## src/rtl/bullet_hit_detector.sv

```systemverilog
// bullet_hit_detector: collision receiver for the bullet stream.
// Registers a box-overlap test between the active bullet and the player sprite, then runs a
// hit-hold / invulnerability / death FSM that tracks player HP.
//
// Ports:
//   CLOCK_50         system clock
//   reset            synchronous active-high reset
//   enable           detection/timer enable; 0 freezes the block
//   bullet_x/y       bullet top-left corner, pixels
//   bullet_active    bullet currently on screen
//   player_x/y       player top-left corner, pixels
//   player_collision high while a hit is being held and while dead
//   hit_pulse        one-cycle strobe per registered hit
//   hp               remaining HP
//   invulnerable     high during the post-hit invulnerability window
//   game_over        sticky, high once HP reaches 0
module bullet_hit_detector #(
  parameter int unsigned BULLET_W      = 4,
  parameter int unsigned BULLET_H      = 2,
  parameter int unsigned PLAYER_W      = 8,
  parameter int unsigned PLAYER_H      = 8,
  parameter int unsigned MAX_HP        = 5,
  parameter int unsigned HOLD_CYCLES   = 4,
  parameter int unsigned INVULN_CYCLES = 50_000_000
) (
  input  logic       CLOCK_50,
  input  logic       reset,
  input  logic       enable,
  input  logic [7:0] bullet_x,
  input  logic [6:0] bullet_y,
  input  logic       bullet_active,
  input  logic [7:0] player_x,
  input  logic [6:0] player_y,
  output logic       player_collision,
  output logic       hit_pulse,
  output logic [3:0] hp,
  output logic       invulnerable,
  output logic       game_over
);

  localparam logic [1:0] StArmed  = 2'd0;
  localparam logic [1:0] StHit    = 2'd1;
  localparam logic [1:0] StInvuln = 2'd2;
  localparam logic [1:0] StDead   = 2'd3;

  localparam logic [25:0] HoldInit   = 26'(HOLD_CYCLES - 1);
  localparam logic [25:0] InvulnInit = 26'(INVULN_CYCLES - 1);

  logic [1:0]  state_q, state_d;
  logic [25:0] cnt_q, cnt_d;
  logic [3:0]  hp_q, hp_d;
  logic        overlap_q, overlap_d;
  logic        pulse_q, pulse_d;
  logic        ovx, ovy;

  // Widened by one bit so the right/bottom edges never wrap; touching edges do not overlap.
  assign ovx = (({1'b0, bullet_x} + 9'(BULLET_W)) > {1'b0, player_x}) &&
               (({1'b0, player_x} + 9'(PLAYER_W)) > {1'b0, bullet_x});
  assign ovy = (({1'b0, bullet_y} + 8'(BULLET_H)) > {1'b0, player_y}) &&
               (({1'b0, player_y} + 8'(PLAYER_H)) > {1'b0, bullet_y});

  always_comb begin
    state_d   = state_q;
    cnt_d     = cnt_q;
    hp_d      = hp_q;
    pulse_d   = 1'b0;
    overlap_d = enable & bullet_active & ovx & ovy;
    if (enable) begin
      case (state_q)
        StArmed: begin
          if (overlap_q) begin
            state_d = StHit;
            hp_d    = (hp_q == 4'd0) ? 4'd0 : hp_q - 4'd1;
            pulse_d = 1'b1;
            cnt_d   = HoldInit;
          end
        end
        StHit: begin
          if (cnt_q == 26'd0) begin
            // hp_q was already decremented on entry, so 0 here means the last life is gone.
            if (hp_q == 4'd0) begin
              state_d = StDead;
            end else begin
              state_d = StInvuln;
              cnt_d   = InvulnInit;
            end
          end else begin
            cnt_d = cnt_q - 26'd1;
          end
        end
        StInvuln: begin
          if (cnt_q == 26'd0) begin
            state_d = StArmed;
          end else begin
            cnt_d = cnt_q - 26'd1;
          end
        end
        default: ;  // StDead is sticky until reset
      endcase
    end
  end

  always_ff @(posedge CLOCK_50) begin
    if (reset) begin
      state_q   <= StArmed;
      cnt_q     <= 26'd0;
      hp_q      <= 4'(MAX_HP);
      overlap_q <= 1'b0;
      pulse_q   <= 1'b0;
    end else begin
      state_q   <= state_d;
      cnt_q     <= cnt_d;
      hp_q      <= hp_d;
      overlap_q <= overlap_d;
      pulse_q   <= pulse_d;
    end
  end

  assign player_collision = (state_q == StHit) || (state_q == StDead);
  assign invulnerable     = (state_q == StInvuln);
  assign game_over        = (state_q == StDead);
  assign hit_pulse        = pulse_q;
  assign hp               = hp_q;

endmodule

```

## config.mk

```make
export PLATFORM = sky130hd
export DESIGN_NAME = bullet_hit_detector
export DESIGN_NICKNAME = d
export VERILOG_FILES = /design/src/rtl/bullet_hit_detector.sv
export SDC_FILE = /design/constraint.sdc
export NUM_CORES = 1
export LEC_CHECK = 0
export BUFFER_PORTS_ARGS = -buffer_cell sky130_fd_sc_hd__buf_2
export CORE_UTILIZATION = 50
export CTS_CLUSTER_SIZE = 28
export DETAILED_ROUTE_END_ITERATION = 10
export GPL_ROUTABILITY_DRIVEN = 0
export PLACE_DENSITY = 0.74
export SYNTH_ARGS = -nofsm -noshare
export SYNTH_HDL_FRONTEND = slang
export SYNTH_SLANG_ARGS = --single-unit
```

## constraint.sdc

```tcl
create_clock -name CLOCK_50 -period 6 [get_ports CLOCK_50]
set_input_delay 0.3 -clock CLOCK_50 [delete_from_list [all_inputs] [get_ports CLOCK_50]]
set_output_delay 0.3 -clock CLOCK_50 [all_outputs]
set_load 0.02 [all_outputs]
```

==> results.md, run 1 <==
- Status: completed
- Hold Buf Count CTS: 0
- Synth cell types: 61
- Cell Chain, Critical Path: inv_1 > ha_1 > or4b_1 > or4_1 > o41ai_4 > a21o_2 > a21o_1
- Worst-Margin Slew: approximately 880 ps
- Vias in the first global route: 2777
- First-pass GRT wire length: 12600 um
- Slew HR: 0.414
- RSZ-0062 raised after global routing: no
- Clk Latency, worst-skew pair: 300 ps
- Worst setup SP type: register
- Critical-path maximum fanout: 14
- Tmin final: 2900 ps
- Final period util: 0.484
- Seq cells post-synth: 34
- Placement Setup Slack: approximately 3100 ps
- Final core occ: 0.573
- Share of the synthesized area in the top cell type: 0.220
- Clock buffer depth: 2
- DRT Pass-1 Iters: 4
- Setup Fix Bufs, Post-CTS: 0
- Clock-pin slew on the worst setup and hold paths: 80 ps
- R2r startpoint: cnt_q[0]
- Cell with the most instances after synthesis: inv_1
- Largest cells by area after synthesis: dfxtp_1 22%, ha_1 16%, inv_1 5.0%
- Area leader, netlist: dfxtp_1
- Core area: 0.00596 sq mm
- Number of remaining DRC errors: 0
- Io pins: 42
- Root Driver: clkbuf_8
- PortBufs: 41
- Fin. Hold Viols: 0
- Highest Clock Rate: ~0.34 GHz
- Finished Layout Cells: ~500
- Detail Route Antenna Nets: 0
- Buf/Inv on CP: 1
- Post-synthesis net count: 459
- Peak supply drop: 0.165 mV
- Vias per std cell: 6.00
- TNS Setup: 0 ps
- Starting Density: 0.519
- Layout Skew: 11.4 ps
- Total CTS buffers: 5
- CP endpoint: cnt_q[16]
- H-tree depth: 2
- Drt total wl: 7330 um
- Min setup slack post-route: 3100 ps
- MaxCap Viol Count: 0
- Vias: between 2000 and 3000
- Overflow after GRT: 0
- Most used DFF post-synth: dfxtp_1
- Hold/Removal Path Class: primary input to register
- Crit end category: register
- P_leak: approximately 1.7 nW
- Crit. Startpoint: cnt_q[0]
- Critical path class: register to register
- Sequential cell area fraction in the yosys report: 0.220
- Initial antenna violation count: 0
- Rows: 28
- Antenna fix cells: 0
- Tot GR Track Use: 0.245
- Synth top cells by count: 41 x inv_1, 40 x ha_1, 34 x dfxtp_1
- Required time worst endpoint: 6250 ps
- Post-DP HPWL: 5740 um
- Area delta synth->final: 10.5%
- Delay-heaviest family, CP: simple AND/OR/NAND/NOR gates
- Die Wd: 80.6 um
- FF-to-FF path depth: 7
- Final nets: 497
- Layout cell share with drive strength beyond 1: 0.163
- WL/cell: around 15 um
- Full die area: around 0.0065 sq mm
- Syn_area_per_cell: 8.02 sq um
- DRT iter0 DRCs: 201
- Crit-path max cell delay: 840 ps
- Resized cells post-CTS: 0
- CP arrival: roughly 3200 ps
- Asr flop ratio synth: 0
- Setup violators final: 0
- Pwr per Cell Area: roughly 230 mW/mm^2
- Die height: 80.6 um
- Stages on worst setup path: 7
- Sink Count: 34
- R2R setup slack: around 3100 ps
- Largest net degree at the start of global routing: 16
- TritonCTS clock tree: built
- Netlist Area Pre-Place: 0.00309 sq mm
- Syn. warnings: 0
- Max-slew violations: 0
- Post-synth EDFFs: 0
- WHS: around 380 ps
- Worst path slowest cell: o41ai_4
- Placed cells: 491
- Cells after Synth: roughly 390
- Worst R2R End: cnt_q[16]
power by group:
part	total [mW]	switching (mW)	internal, mW	leakage (nW)
combinational	0.365	0.223	0.141	1.36
clock	0.180	0.0876	0.0926	0.0482
sequential	0.245	0.00970	0.235	0.274
total	0.789	0.321	0.469	1.68
worst min-delay path by stage:
stage | from | end | cells past startpoint
final | reset | hit_pulse | 2
after global routing | reset | cnt_q[4] | 2
after CTS | reset | hit_pulse | 2
after detailed placement | cnt_q[10] | cnt_q[10] | 2
after global placement | cnt_q[10] | cnt_q[10] | 2
after floorplan | cnt_q[10] | cnt_q[10] | 2
per-layer routing:
layer / routed length (um) / GRT usage / up-vias / part of all wire
li1: - / - / 1503 / -
met1: 3390 / 0.324 / 1385 / 0.46
met4: 85 / 0.0821 / 0 / 0.012
met2: 3400 / 0.400 / 93 / 0.46
met3: 449 / 0.0398 / 12 / 0.061
met5: 0 / 0 / - / 0
kinds of logic after synthesis:
group,share of synthesized area
xor gates and xnor gates,0.0482
adders and majority gates,0.162
DFF,0.220
and+or+nand+nor,0.241
buffers and inverters,0.0749
muxes,0.00648
AOI/OAI and AO/OA,0.247
sequential cells by signal (all words and copies together) (netlist names):
signal / cells
cnt_q: 26
overlap_q: 1
state_q: 2
hit_pulse: 1
hp: 4
stage by stage:
stage	instance area, sq um	total power [mW]
after floorplan	3090	0.532
after global placement	3320	0.599
after detailed placement	3320	0.607
after CTS	3410	0.784
after global routing	3410	0.843
final	3410	0.789
layout by cell type (no fill, tap or decap), types with 6 or more instances in the layout:
| cell type | count |
|---|---|
| nand3_1 | 16 |
| xor2_1 | 6 |
| a31oi_1 | 9 |
| buf_2 | 41 |
| nor2_1 | 21 |
| nand4_1 | 7 |
| nand2_1 | 15 |
| xnor2_1 | 11 |
| nor4_1 | 7 |
| ha_1 | 40 |
| inv_1 | 41 |
| o21ai_0 | 15 |
| or4_1 | 6 |
| or3_1 | 10 |
| clkbuf_8 | 6 |
| nor3_1 | 18 |
| a21oi_1 | 26 |
| dfxtp_1 | 34 |
| a21o_1 | 8 |
final cells by class:
cell class	instances	area, sq um
inverters	42	158
clock inverters	1	5.00
multi-input cells	298	2180
clock buffers	7	86.3
repair buffers	42	213
fillers	577	2540
flip-flops and latches	34	681
well taps	75	93.8
(Power assumes the default switching activity.)
==> run 2, diff against run 1 <==
==> constraint.sdc (replaced) <==
create_clock -name CLOCK_50 -period 2.7 [get_ports CLOCK_50]
set_input_delay 0.135 -clock CLOCK_50 [delete_from_list [all_inputs] [get_ports CLOCK_50]]
set_output_delay 0.135 -clock CLOCK_50 [all_outputs]
set_load 0.02 [all_outputs]
==> results.md, run 2 (same netlist as run 1, synthesis figures left out) <==
- Final core occ: 0.596
- Highest Clock Rate: 0.386 GHz
- Status: completed
- Clock-pin slew on the worst setup and hold paths: 60 ps
- Core area: approximately 0.0060 sq mm
- Total CTS buffers: 5
- CP arrival: 2800 ps
- Comb power frac: 0.459
- Area delta synth->final: 14.9%
- WL/cell: 15.1 um
- Overflow after GRT: 0
- Largest net degree at the start of global routing: 15
- Vias: 3088
- Min setup slack post-route: 108 ps
- H-tree depth: 2
- Dpl cell area: 0.00343 sq mm
- Required time worst endpoint: 2900 ps
- Worst setup SP type: register
- Post-DP HPWL: just over 6000 um
- Tot GR Track Use: 0.261
- Setup violators final: 0
- PortBufs: 41
- Die Wd: 80.6 um
- Fin. Hold Viols: 0
- Root Driver: clkbuf_8
- Max reg flops: 26
- WHS: 221 ps
- Layout fillers: 586
- Final period util: 0.960
- Worst-Margin Slew: 680 ps
- Power share of the clock group: 0.256
- Io pins: 42
- Final nets: slightly above 500
- Vias in the first global route: 3032
- Die height: ~80 um
- Placement Setup Slack: between 70 and 80 ps
- Sink Count: 34
- Final Instance Area: 0.00355 sq mm
- Power Internal: 1.18 mW
- Pwr per Cell Area: 537 mW/mm^2
- Starting Density: 0.519
- R2R setup slack: 110 ps
- Clock buffer depth: 2
- P_sw: 0.729 mW
- Setup Fix Bufs, Post-CTS: 0
- Number of remaining DRC errors: 0
- P_leak: 1.76 nW
- Drt total wl: 7750 um
- Layout cell share with drive strength beyond 1: 0.194
- Initial antenna violation count: 0
- TritonCTS clock tree: built
- Clk Latency, worst-skew pair: 300 ps
- Max-slew violations: 0
- Critical-path maximum fanout: 12
- Full die area: 0.00650 sq mm
- First-pass GRT wire length: about 13000 um
- Peak supply drop: 0.398 mV
- MaxCap Viol Count: 0
- Reg area: roughly 680 sq um
- Layout Skew: 10.7 ps
- Flop pwr share: 0.285
- Antenna fix cells: 0
- Rows: 28
- Sw Share: 0.382
- Crit end category: register
- FF-to-FF path depth: 8
- DRT iter0 DRCs: 199
- WHS Path Cells: 2
- Critical path class: register to register
- Detail Route Antenna Nets: 0
- Most frequent cells in the layout: 41 x inv_1, 41 x buf_2, 40 x ha_1
- DRT Pass-1 Iters: 5
- Top reg by flops: cnt_q
- Tmin final: around 2600 ps
- Area of the multi-input gates: 0.00218 sq mm
- Slew HR: 0.543
- Vias per std cell: 6.02
- Hold/Removal Path Class: primary input to register
==> run 2: cell count changes in the layout (fill, tap and decap cells not counted), sizes merged <==
cell	change
clkinv	-1
buf	+15
clkbuf	-1
bufinv	+1
==> run 2: through the flow <==
stage | power (mW) | TNS, ps | std cells
after floorplan | 1.18 | 0 | 385
after global placement | 1.38 | 0 | 506
after detailed placement | 1.40 | 0 | 506
after CTS | 1.89 | 0 | 513
after global routing | 2.03 | -8.72 | 513
final | 1.91 | 0 | 513
==> run 2: final timing paths <==
check                 start   endpoint
hold reg to reg   cnt_q[10]  cnt_q[10]
setup / recovery   cnt_q[0]   cnt_q[1]
hold / removal        reset  hit_pulse
setup reg to reg   cnt_q[0]   cnt_q[1]
==> run 2: worst max-delay path: stages, from the launching register on <==
cell and delay [ps]:
dfxtp_1 330, inv_1 110, ha_1 150, or4b_1 500, or4_4 610, o31ai_4 270, buf_4 230, nor3_1 70
a211oi_1 230
==> run 2: final cells by class <==
| type | count | area share |
|---|---|---|
| clock buffers | 6 | 0.0233 |
| flip-flops and latches | 34 | 0.192 |
| inverters | 42 | 0.0444 |
| clock inverters | 1 | 0.00846 |
| well taps | 75 | 0.0264 |
| multi-input cells | 298 | 0.614 |
| repair buffers | 57 | 0.0916 |
==> run 2: timing repair <==
| action | 4_1_cts | 5_1_grt |
|---|---|---|
| hold buffers | 0 | 0 |
| resized for setup | 0 | 1 |
| setup endpoints to repair | 0 | 13 |
==> run 2: layer usage <==
metal  global-route usage  vias up  wire length (um)
li1                     -     1527                 -
met1                0.330     1424              3510
met2                0.411      109              3530
met3               0.0591       28               480
met4                0.136        0               228
met5                    0        -                 0
==> run 2: power groups by stage <==
stage / combinational, mW / clock (mW) / sequential (mW)
floorplan: 0.633 / 0 / 0.549
global placement: 0.825 / 0 / 0.553
detailed placement: 0.848 / 0 / 0.554
CTS: 0.854 / 0.494 / 0.543
global route: 0.974 / 0.514 / 0.547
finish: 0.875 / 0.489 / 0.543
